[src/rtl/booth_fe_pkg.sv]
// Shared encodings and sizing helpers for the Booth multiplier nibble frontend.
// Latency: n/a (declarations only).
// Backpressure: n/a. Optional parity nibble enabled by defining BOOTH_FE_PARITY_EN.
package booth_fe_pkg;

  // FSM state encoding, 2 bits
  localparam logic [1:0] LOAD    = 2'd0;
  localparam logic [1:0] WAIT    = 2'd1;
  localparam logic [1:0] CAPTURE = 2'd2;
  localparam logic [1:0] SEND    = 2'd3;

  // Default datapath geometry
  localparam int FE_NIB_W = 4;
  localparam int FE_OP_W  = 8;

  // Extra output nibbles appended after the product
`ifdef BOOTH_FE_PARITY_EN
  localparam int PAR_NIBS = 1;
`else
  localparam int PAR_NIBS = 0;
`endif

  // Wait down-counter width; covers PROD_LAT up to 7
  localparam int LAT_W = 3;

  // Nibbles needed to carry both operands (equals nibbles in the product)
  function automatic int nibs_in(input int op_w, input int nib_w);
    return (2 * op_w) / nib_w;
  endfunction

  // Nibbles streamed out per multiply
  function automatic int nibs_out(input int op_w, input int nib_w);
    return nibs_in(op_w, nib_w) + PAR_NIBS;
  endfunction

  // Counter width able to hold 0..n-1 (at least 1 bit)
  function automatic int cnt_width(input int n);
    return (n > 2) ? $clog2(n) : 1;
  endfunction

  localparam int NIBS_IN  = nibs_in(FE_OP_W, FE_NIB_W);
  localparam int NIBS_OUT = nibs_out(FE_OP_W, FE_NIB_W);
  localparam int CNT_W    = cnt_width(NIBS_OUT);

endpackage

[src/rtl/booth_nib_shreg.sv]
// Nibble shift register: parallel load, nibble shift-in at the MSB end, shift-out toward the LSB.
// Latency: every operation takes effect on the next clk edge.
// Backpressure: none; the owner decides when to load or shift.
module booth_nib_shreg #(
  parameter int NIB_W = 4,
  parameter int DEPTH = 4
) (
  input  logic                   clk,
  input  logic                   rst_n,
  input  logic                   load,
  input  logic [NIB_W*DEPTH-1:0] load_dat,
  input  logic                   shift_in,
  input  logic [NIB_W-1:0]       in_nib,
  input  logic                   shift_out,
  output logic [NIB_W*DEPTH-1:0] dat
);

  localparam int W = NIB_W * DEPTH;

  // Load has priority over shifting; shift-in has priority over shift-out
  always_ff @(posedge clk or negedge rst_n) begin
    if (!rst_n) begin
      dat <= '0;
    end else if (load) begin
      dat <= load_dat;
    end else if (shift_in) begin
      dat <= {in_nib, dat[W-1:NIB_W]};
    end else if (shift_out) begin
      dat <= {{NIB_W{1'b0}}, dat[W-1:NIB_W]};
    end
  end

endmodule

[src/rtl/booth_nibble_frontend.sv]
// Pin-limited I/O stage: gathers operands from a nibble stream, waits on the core, streams the product out.
// Latency: 4th input nibble accepted -> first out_valid is PROD_LAT+2 cycles; one multiply in flight.
// Backpressure: in_ready low outside LOAD; out_nib/out_valid hold while out_ready=0. Parity nibble under BOOTH_FE_PARITY_EN.
module booth_nibble_frontend
  import booth_fe_pkg::*;
#(
  parameter int NIB_W    = 4,
  parameter int OP_W     = 8,
  parameter int PROD_LAT = 1
) (
  input  logic                clk,
  input  logic                rst_n,
  input  logic                in_valid,
  output logic                in_ready,
  input  logic [NIB_W-1:0]    in_nib,
  output logic [OP_W-1:0]     multiplicand,
  output logic [OP_W-1:0]     multiplier,
  input  logic [2*OP_W-1:0]   product,
  output logic                out_valid,
  input  logic                out_ready,
  output logic [NIB_W-1:0]    out_nib,
  output logic                busy
);

  localparam int N_IN  = nibs_in(OP_W, NIB_W);
  localparam int N_OUT = nibs_out(OP_W, NIB_W);
  localparam int CW    = cnt_width(N_OUT);
  localparam int SW    = 2 * OP_W;
  localparam int RW    = N_OUT * NIB_W;

  logic [1:0]       state;
  logic [CW-1:0]    cnt;
  logic [LAT_W-1:0] lat_cnt;
  logic [SW-1:0]    stage_dat;
  logic [SW-1:0]    stage_next;
  logic [RW-1:0]    res_dat;
  logic [RW-1:0]    res_load;
  logic             in_xfer;
  logic             out_xfer;
  logic             last_in;
  logic             last_out;
  logic             unused_bits;

  assign in_ready  = (state == LOAD);
  assign out_valid = (state == SEND);
  assign busy      = (state != LOAD);
  assign out_nib   = res_dat[NIB_W-1:0];

  assign in_xfer  = in_valid & in_ready;
  assign out_xfer = out_valid & out_ready;
  assign last_in  = (cnt == CW'(N_IN - 1));
  assign last_out = (cnt == CW'(N_OUT - 1));

  // Staging contents as they will be after the current nibble shifts in;
  // lets the operands update on the same edge as the final nibble.
  assign stage_next = {in_nib, stage_dat[SW-1:NIB_W]};

  // Only the low nibble of the result is ever presented, and the oldest
  // staged nibble is always shifted past before the operands are taken.
  assign unused_bits = ^{res_dat[RW-1:NIB_W], stage_dat[NIB_W-1:0]};

`ifdef BOOTH_FE_PARITY_EN
  logic [NIB_W-1:0] par;

  // XOR of all product nibbles, sent after the product
  always_comb begin
    par = '0;
    for (int i = 0; i < N_IN; i++) begin
      par = par ^ product[i*NIB_W +: NIB_W];
    end
  end

  assign res_load = {par, product};
`else
  assign res_load = product;
`endif

  booth_nib_shreg #(
    .NIB_W (NIB_W),
    .DEPTH (N_IN)
  ) u_stage (
    .clk       (clk),
    .rst_n     (rst_n),
    .load      (1'b0),
    .load_dat  ({SW{1'b0}}),
    .shift_in  (in_xfer),
    .in_nib    (in_nib),
    .shift_out (1'b0),
    .dat       (stage_dat)
  );

  booth_nib_shreg #(
    .NIB_W (NIB_W),
    .DEPTH (N_OUT)
  ) u_result (
    .clk       (clk),
    .rst_n     (rst_n),
    .load      (state == CAPTURE),
    .load_dat  (res_load),
    .shift_in  (1'b0),
    .in_nib    ({NIB_W{1'b0}}),
    .shift_out (out_xfer),
    .dat       (res_dat)
  );

  // Operands to the core change only when a complete operand pair arrives
  always_ff @(posedge clk or negedge rst_n) begin
    if (!rst_n) begin
      multiplicand <= '0;
      multiplier   <= '0;
    end else if (in_xfer && last_in) begin
      {multiplier, multiplicand} <= stage_next;
    end
  end

  // Sequencing: collect operands, wait out core latency, capture, stream result
  always_ff @(posedge clk or negedge rst_n) begin
    if (!rst_n) begin
      state   <= LOAD;
      cnt     <= '0;
      lat_cnt <= '0;
    end else begin
      case (state)
        LOAD: begin
          if (in_xfer) begin
            if (last_in) begin
              cnt     <= '0;
              lat_cnt <= LAT_W'(PROD_LAT);
              state   <= WAIT;
            end else begin
              cnt <= cnt + 1'b1;
            end
          end
        end
        WAIT: begin
          if (lat_cnt == LAT_W'(1)) begin
            state <= CAPTURE;
          end else begin
            lat_cnt <= lat_cnt - 1'b1;
          end
        end
        CAPTURE: begin
          state <= SEND;
        end
        SEND: begin
          if (out_xfer) begin
            if (last_out) begin
              cnt   <= '0;
              state <= LOAD;
            end else begin
              cnt <= cnt + 1'b1;
            end
          end
        end
        default: begin
          state <= LOAD;
        end
      endcase
    end
  end

endmodule

[config.mk]
export PLATFORM = sky130hd
export DESIGN_NAME = booth_nibble_frontend
export DESIGN_NICKNAME = d
export VERILOG_FILES = /design/src/rtl/booth_fe_pkg.sv /design/src/rtl/booth_nib_shreg.sv /design/src/rtl/booth_nibble_frontend.sv
export SDC_FILE = /design/constraint.sdc
export NUM_CORES = 1
export LEC_CHECK = 0
export CORE_MARGIN = 10
export CORE_UTILIZATION = 46
export CTS_CLUSTER_SIZE = 16
export DETAILED_ROUTE_END_ITERATION = 10
export PLACE_DENSITY = 0.87
export SLEW_MARGIN = 20
export SYNTH_ARGS = -nofsm -noshare
export SYNTH_HDL_FRONTEND = slang
export SYNTH_SLANG_ARGS = --single-unit
[constraint.sdc]
create_clock -name clk -period 1.8 [get_ports clk]
set_clock_uncertainty 0.15 [all_clocks]
set_input_delay 0.36 -clock clk [delete_from_list [all_inputs] [get_ports clk]]
set_output_delay 0.36 -clock clk [all_outputs]
set_load 0.02 [all_outputs]
# Word level (Yosys, flattened, before mapping)
# Cells that the tools add are included.
op_classes:
  n_addsub: 2
  n_mul: 0
  div_mod_pow: 0
  order_cmp: 0
  n_eq_ne: 11
  n_shift: 0
  mux: 16
  n_bitwise: 2
  n_reduce_logical: 9
ops:
  columns: ["operator", "n"]
  rows:
  - ["two-way mux 16 bit", 2]
  - ["two-way mux 2 bit", 8]
  - ["two-way mux 3 bit", 3]
  - ["inequality test 2 x 1 -> 1 bit (second input constant)", 4]
  - ["case mux 2 bit (4 select lines)", 1]
  - ["nonzero test 2 bit", 4]
  - ["== test 2 bit (second input constant)", 3]
  - ["case mux 3 bit (2 select lines)", 1]
  - ["AND reduction 5 bit", 1]
  - ["inequality test 2 bit (second input constant)", 2]
  - ["case mux 2 bit (2 select lines)", 1]
  - ["AND reduction 4 bit", 1]
  - ["== test 3 x 1 -> 1 bit (second input constant)", 1]
  - ["AND reduction 3 bit", 1]
  - ["subtractor 3 x 1 -> 3 bit (second input constant)", 1]
  - ["adder 2 x 1 -> 2 bit (second input constant)", 1]
  - ["bitwise AND 1 bit", 2]
  - ["== test 2 x 1 -> 1 bit (second input constant)", 1]
  - ["zero test 2 bit", 1]
  - ["logical AND 1 bit", 1]
totals:
  regBits: 55
  latchBits: 0
  ramBits: 0
  mem_bits_ro: 0
  input_bits: 24
  output_inout_bits: 23
  word_cells: 47
  mem_count: 0

# Logic depth before layout (Yosys ltp)
# Gate-level depths: netlist of the first run.
logic_depth:
  ltp_word: 4
  ltp_mapped: 6
  ltp_nobuf: 5

# Hierarchy
# Synthesis of the first run repeated with hierarchy kept, for this count alone.
hier_totals:
  hier_cells: 238
  area_unflattened_um2: 2861.5
modules_own_cells:
  columns: ["mod", "n_inst", "cells_each", "area_each_um2", "seq_area_each_um2"]
  rows:
  - ["booth_nib_shreg", 2, 77, 863.3, 400.4]
  - ["booth_nibble_frontend", 1, 84, 1134.8, 575.6]

# Worst setup path before layout of the first run
# Ideal clock, no wire load.
synth_path:
  path_kind: "reg-to-reg"
  startpoint: "reg state[0]"
  endpoint: "reg state[1]"
  setup_ns: 0.125
  arrival_ns: 1.744
  required_time_ns: 1.525
  setup_slack_ns: -0.219
  stages_incl_launch_ff: 7
  n_path_buf: 1
  synth_period_minus_slack_ns: 2.019
  path_cell_list: "dfrtp_1 > inv_1 > ha_1 > buf_6 > a21boi_4 > a2111oi_4 > mux2_4"
synth_between:
  elab_chain_cells: 4
  word_cells_on_any_way: 13
  cone_classes: "eq/ne: 8; mux: 1; bitwise: 2; reduce/logical: 2"
synth_lines:
  columns: ["element", "line_no", "source"]
  rows:
  - ["start: declaration", "booth_nibble_frontend.sv:31", "logic [1:0] state;"]
  - ["start signal: assignment", "booth_nibble_frontend.sv:119", "state <= LOAD;"]
  - ["start signal: assignment", "booth_nibble_frontend.sv:129", "state <= WAIT;"]
  - ["start signal: assignment", "booth_nibble_frontend.sv:137", "state <= CAPTURE;"]
  - ["zero test 2 bit *", "booth_nibble_frontend.sv:44", "assign in_ready = (state == LOAD);"]
  - ["named net in_ready", "booth_nibble_frontend.sv:14", "output logic in_ready,"]
  - ["bitwise AND 1 bit", "booth_nibble_frontend.sv:49", "assign in_xfer = in_valid & in_ready;"]
  - ["inequality test 2 x 1 -> 1 bit (no source line)", null, null]
  - ["AND reduction 5 bit (no source line)", null, null]
# The timed path passes the listed nets; every way through them passes the cells marked *.
# A chain may end at the register's enable or synchronous reset.

# Worst setup path after layout of the first run
layout_path:
  startpoint: "reg state[0]"
  endpoint: "reg state[1]"
layout_between:
  elab_chain_cells: 4
  word_cells_on_any_way: 13
  cone_classes: "eq/ne: 8; mux: 1; bitwise: 2; reduce/logical: 2"
layout_lines:
  columns: ["element", "line_no"]
  rows:
  - ["== test 2 bit / zero test 2 bit (equally long branches)", "booth_nibble_frontend.sv:45, booth_nibble_frontend.sv:123, booth_nibble_frontend.sv:44"]
  - ["bitwise AND 1 bit, on equally long branches", "booth_nibble_frontend.sv:50, booth_nibble_frontend.sv:49"]
  - ["inequality test 2 x 1 -> 1 bit (no source line)", null]
  - ["AND reduction 5 bit (no source line)", null]
# Parallel ways exist; a longest one is shown, timed or not.

==> results_dict.tcl, run 1 <==
set metrics [dict create \
    status "completed" \
    maxSlewHeadroom_pct 79.0 \
    route.top_layer_used "met4" \
    yosys_warnings 0 \
    dieArea_mm2 0.00838 \
    critPathArrivalTime_ns 1.84 \
    antenna_cells 0 \
    p_int_mw 3.44 \
    synth_cell_type_count 34 \
    p_leak_nw 1.83 \
    crit_start "state[0]" \
    period_needed_ns 1.80 \
    synth_fp_nets 222 \
    vias 1621 \
    clk_latency_ns 0.31 \
    cp.required_ns 1.84 \
    overflow 0 \
    ys_seq_area_share_pct 54.2 \
    area_growth_pct 41.1 \
    drt_wl_total_um 4820 \
    drive_above_1_share_pct 31.3 \
    max_cap_viol_count 0 \
    cts_tree "yes" \
    synth_cells 189 \
    worstSetupStartpointType "flip-flop" \
    fin_nets 291 \
    layout.area.seq_mm2 0.00128 \
    design_area_mm2 0.00332 \
    grt_pass1_wl_um 7850 \
    setup.worst_path.end_class "flip-flop" \
    die_h_um 91.5 \
    drt-wirelength-per-cell_um 14.8 \
    num_rows 25 \
    clockBufferDepth 2 \
    first_pass_iters 4 \
    clock-sinks 51 \
    grt_pass1_vias 1690 \
    dpl-instance-area_mm2 0.00304 \
    antenna_found_initial 0 \
    dpl.hpwl_um 3340 \
    reg2reg_from "state[0]" \
    grt_use_total_pct 11.2 \
    place_congestion 0.768 \
    fin_total_pwr_mw 5.24 \
    fmax_ghz 0.556 \
    dieWidth_um 91.5 \
    wl_met2_um 2420 \
    switching_share_pct 34.4 \
    clock_power_share_pct 15.0 \
    io_buffers 46 \
    ys_seq_elements 51 \
    final_max_slew_viol_count 0 \
    vias_per_cell 4.97 \
    root_buffer "clkbuf_8" \
    met3_length_um 302 \
    hold_path_class "flip-flop to flip-flop" \
    fin_util_pct 68.5 \
    avgSynthCellArea_um2 12.5 \
    power_frac_seq_pct 36.7 \
    cts_max_level 2 \
    cp_max_fo 4 \
    min_from "multiplier[7]" \
    peakVddDrop_v 0.000716 \
    wl_met1_um 2050 \
    syn-cell-area_mm2 0.00235 \
    io_pins 47 \
    path_clk_slew_ns 0.09 \
    cts_buffers 5 \
    drt_iter0_drc 73 \
    core_mm2 0.00485 \
    p_switching_mw 1.81 \
    finalHoldViolations 0 \
    initial_core_util_pct 48.6 \
    grt_max_degree 52 \
    min_period_over_period_pct 99.9 \
    drc_errors 0 \
    multi_input_area_mm2 0.00108 \
    num-fill-cells 349 \
    antenna_left 0 \
    setup_viol 0 \
    p_comb_share_pct 48.3 \
    critPathKind "flip-flop to flip-flop" \
    p_per_area_mw_per_mm2 1580 \
    worst_pin_slew_ns 0.315 \
    grt_setup_unrepaired "yes" \
]
[per-stage QoR]
step	worst slack (ns)	std cells	setup TNS [ns]	hold WS, ns
6_report	0.00108	326	0	0.354
5_1_grt	-0.0717	326	-0.473	0.376
4_1_cts	0.000852	324	0	0.341
3_5_place_dp	-0.128	313	-2.14	0.221
3_3_place_gp	-0.0849	313	-1.36	0.218
2_1_floorplan	0.0198	189	0	-0.0856
[cell families (layout without fill, tap and decap cells)]
family / count (synthesis) / after routing / synth area share [%]
mux: 42 / 42 / 19.6
fa+ha+maj: 9 / 9 / 4.78
flops: 51 / 51 / 54.2
simple gates: 38 / 38 / 7.86
buf+inv: 17 / 87 / 3.93
compound gates: 32 / 32 / 9.67
[worst max-delay path, cell delays in order (launching register included)]
cell       delay [ns]
dfrtp_2          0.45
ha_1             0.22
and2b_4          0.17
a2111oi_4        0.37
mux2_4           0.33
[layout make-up]
cell class,instances,area share (%)
clock inverters,3,1.32
flip-flops and latches,51,38.5
well taps,67,2.52
inverters,6,0.678
multi-input cells,121,32.4
repair buffers,73,22.6
clock buffers,5,2.07
[cell usage in the layout, fill, tap and decap left out, types with 2 or more instances in the layout]
| master | n |
|---|---|
| dfrtp_1 | 50 |
| dlygate4sd2_1 | 5 |
| ha_1 | 5 |
| inv_2 | 2 |
| buf_6 | 4 |
| buf_4 | 19 |
| nor2b_1 | 6 |
| dlymetal6s2s_1 | 15 |
| buf_2 | 2 |
| mux2_4 | 15 |
| clkbuf_8 | 5 |
| mux2_2 | 14 |
| nor2_1 | 3 |
| clkdlybuf4s50_1 | 22 |
| inv_1 | 4 |
| buf_12 | 3 |
| o21ai_0 | 20 |
| nand2_1 | 22 |
| mux2i_1 | 13 |
| ha_2 | 2 |
| ha_4 | 2 |
[path summary, 6_finish.rpt]
kind | endpoint | slack (ns) | cells past startpoint
min in group asynchronous | cnt[0] | 0.41 | 3
max in group asynchronous | state[0] | 0.82 | 3
max reg2reg | state[1] | 0.001 | 4
min reg2reg | multiplier[7] | 0.35 | 1
min | multiplier[7] | 0.35 | 1
max | state[1] | 0.001 | 4
[repair_timing]
action / in CTS / in global routing
gates resized for setup: 19 / 37
setup buffers: 2 / 1
pin swaps: 1 / 0
endpoints found under the setup margin: 25 / 45
hold buffers: 1 / 0
hold endpoints to repair: 51 / 0
cloned: 0 / 1
[synthesized netlist by cell type]
| library cell | count | area, µm² |
|---|---|---|
| o311ai_1 | 1 | 8.76 |
| nand2_2 | 1 | 6.26 |
| nand2_1 | 22 | 82.6 |
| nand2b_2 | 1 | 8.76 |
| mux2i_1 | 13 | 130 |
| mux2_2 | 18 | 203 |
| o221ai_1 | 1 | 8.76 |
| a21oi_1 | 1 | 5.00 |
| inv_1 | 6 | 22.5 |
| nand3_1 | 1 | 5.00 |
| a21boi_4 | 1 | 18.8 |
| ha_1 | 9 | 113 |
| o211ai_1 | 1 | 7.51 |
| a211o_1 | 1 | 8.76 |
| dfrtp_1 | 51 | 1280 |
| o21ai_0 | 20 | 100 |
| nor2_1 | 3 | 11.3 |
| nor2b_1 | 6 | 37.5 |
| a21bo_2 | 1 | 10.0 |
| a22o_1 | 1 | 8.76 |
| a31oi_1 | 1 | 6.26 |
| buf_4 | 5 | 37.5 |
| clkbuf_1 | 3 | 11.3 |
| or4_1 | 1 | 7.51 |
| mux2_1 | 10 | 113 |
| buf_6 | 1 | 11.3 |
| o2bb2ai_1 | 1 | 8.76 |
| and3_1 | 1 | 6.26 |
| nand3_2 | 1 | 10.0 |
| a2111oi_4 | 1 | 27.5 |
| and2b_4 | 1 | 10.0 |
| mux2_4 | 1 | 15.0 |
| a31o_1 | 1 | 8.76 |
| buf_2 | 2 | 10.0 |
[sequential cells by signal, summed over array words and instances (netlist names)]
name / count
u_stage.dat: 12
state: 2
multiplier: 8
multiplicand: 8
u_result.dat: 16
lat_cnt: 3
cnt: 2
[routing by layer]
layer / global-route usage [%] / up-vias
met4: 3.13 / 0
met1: 12.1 / 787
met2: 19.8 / 37
li1: - / 792
met3: 4.44 / 5
met5: 0 / -
[power groups by stage]
stage	Sequential, mW	Clock (mW)	Combinational (mW)
global placement	1.91	0	2.32
CTS	1.91	0.805	2.43
global route	2.00	0.865	2.78
finish	1.92	0.787	2.53
detailed placement	1.93	0	2.42
floorplan	2.01	0	1.38
Power figures use the tool's default switching activity.
==> run 2, diff against run 1 <==
TNS_END_PERCENT = 30   (was not set)
==> run 2 against run 1 <==
Effect of this change: sequential power barely moved; largest power group unchanged; largest cell class unchanged; critical endpoint unchanged; final area is 0.11% higher; combinational power barely moved; highest routed layer unchanged; first-iteration DRC count is 1.4% higher.
==> results_dict.tcl, run 2 (same netlist as run 1, synthesis figures left out) <==
set metrics [dict create \
    status "completed" \
    antenna_found_initial 0 \
    setup.worst_path.end_class "flip-flop" \
    critPathArrivalTime_ns 1.84 \
    fin_nets 291 \
    cts_buffers 5 \
    vias 1612 \
    peakVddDrop_v 0.000715 \
    cp_max_fo 4 \
    grt_setup_unrepaired "yes" \
    drc_errors 0 \
    period_needed_ns 1.80 \
    p_int_mw 3.44 \
    p_leak_nw 1.83 \
    maxSlewHeadroom_pct 79.0 \
    grt_pass1_wl_um 7830 \
    cts_tree "yes" \
    die_h_um 91.5 \
    tns_ns 0 \
    grt_max_degree 52 \
    vias_per_cell 4.94 \
    worstPathCellList "ha_1 > and2b_4 > a2111oi_4 > mux2_4" \
    place_congestion 0.768 \
    root_buffer "clkbuf_8" \
    core_mm2 0.00485 \
    drt_iter0_drc 74 \
    io_buffers 46 \
    path_clk_slew_ns 0.09 \
    power_frac_seq_pct 36.6 \
    initial_core_util_pct 48.6 \
    cp.required_ns 1.85 \
    dieArea_mm2 0.00838 \
    antenna_cells 0 \
    mostFrequentLayoutCell "dfrtp_1" \
    clock_power_share_pct 15.0 \
    final_cell_mix "50 x dfrtp_1, 22 x nand2_1, 22 x clkdlybuf4s50_1, 20 x o21ai_0, 19 x buf_4" \
    stdcell_count 326 \
    finalHoldViolations 0 \
    dieWidth_um 91.5 \
    io_pins 47 \
    p_comb_share_pct 48.4 \
    dpl.hpwl_um 3340 \
    max_stage_delay_ns 0.45 \
    p_switching_mw 1.81 \
    worstSetupStartpointType "flip-flop" \
    overflow 0 \
    worst_pin_slew_ns 0.314 \
    grt_use_total_pct 11.2 \
    clock-sinks 51 \
    p_per_area_mw_per_mm2 1580 \
    drive_above_1_share_pct 31.3 \
    setup_viol 0 \
    biggestRegsByFlops "u_result.dat (16), u_stage.dat (12)" \
    regMostFlops "u_result.dat" \
    antenna_left 0 \
    grt_pass1_vias 1690 \
    drt_wl_total_um 4840 \
    final_max_slew_viol_count 0 \
    min_period_over_period_pct 99.8 \
    first_pass_iters 4 \
    place_inst 313 \
    area_growth_pct 41.2 \
    max_cap_viol_count 0 \
    fin_total_pwr_mw 5.26 \
    cts_max_level 2 \
    drt-wirelength-per-cell_um 14.9 \
    hold_path_class "flip-flop to flip-flop" \
    switching_share_pct 34.5 \
    critPathKind "flip-flop to flip-flop" \
    num_rows 25 \
    largest_reg_flops 16 \
    clk_latency_ns 0.31 \
    clockBufferDepth 2 \
    fmax_ghz 0.556 \
    slowest_stage "dfrtp_2" \
    design_area_mm2 0.00333 \
    dpl-instance-area_mm2 0.00304 \
]
==> run 2: per-stage QoR <==
step                      worst slack, ns  hold slack [ns]  util (%)
final                             0.00285            0.355      68.6
after global routing              -0.0717            0.376      68.6
after CTS                         -0.0164            0.341      65.8
after detailed placement           -0.128            0.221      62.8
after global placement            -0.0849            0.218      62.8
after floorplan                    0.0198          -0.0856         -
==> run 2: worst max-delay path: cells and delay by family (launching register included) <==
family / cells / cell delay [ns]
compound gates: 1 / 0.37
mux: 1 / 0.33
simple gates: 1 / 0.17
flops: 1 / 0.45
fa+ha+maj: 1 / 0.22
==> run 2: power by group through the flow <==
stage               Sequential (mW)  Clock (mW)  Combinational (mW)
global route                   2.00       0.865                2.79
floorplan                      2.01           0                1.38
finish                         1.92       0.790                2.54
detailed placement             1.93           0                2.42
global placement               1.91           0                2.32
CTS                            1.91       0.805                2.43
==> run 2: worst paths after layout <==
| kind | endpoint | start | slack, ns | cells after the start |
|---|---|---|---|---|
| min in group asynchronous | cnt[0] | rst_n | 0.41 | 3 |
| worst max register to register | state[1] | state[0] | 0.003 | 4 |
| max in group asynchronous | state[0] | rst_n | 0.84 | 3 |
| worst max-delay path | state[1] | state[0] | 0.003 | 4 |
| worst min-delay path | multiplier[7] | multiplier[7] | 0.35 | 1 |
| worst min register to register | multiplier[7] | multiplier[7] | 0.35 | 1 |
==> run 2: cell type report <==
cell class | count | area [µm²]
flip-flops and latches | 51 | 1280
well taps | 67 | 83.8
clock inverters | 3 | 43.8
multi-input cells | 121 | 1080
clock buffers | 5 | 68.8
fillers | 347 | 1520
inverters | 6 | 22.5
repair buffers | 73 | 749
==> run 2: repair_timing <==
item                                   in CTS  in global routing
endpoints found under the hold margin      51                  0
setup buffers                               2                  1
gates resized for setup                    18                 39
setup endpoints to repair                  25                 46
hold buffers                                1                  0
pin swaps                                   1                  0
cloned                                      0                  1
==> run 2: per-layer routing <==
layer  up-vias  wire length (µm)  GRT usage (%)
li1        792                 -              -
met1       776              2050           12.1
met2        39              2440           19.8
met3         5               305           4.44
met4         0                43           3.13
met5         -                 0              0
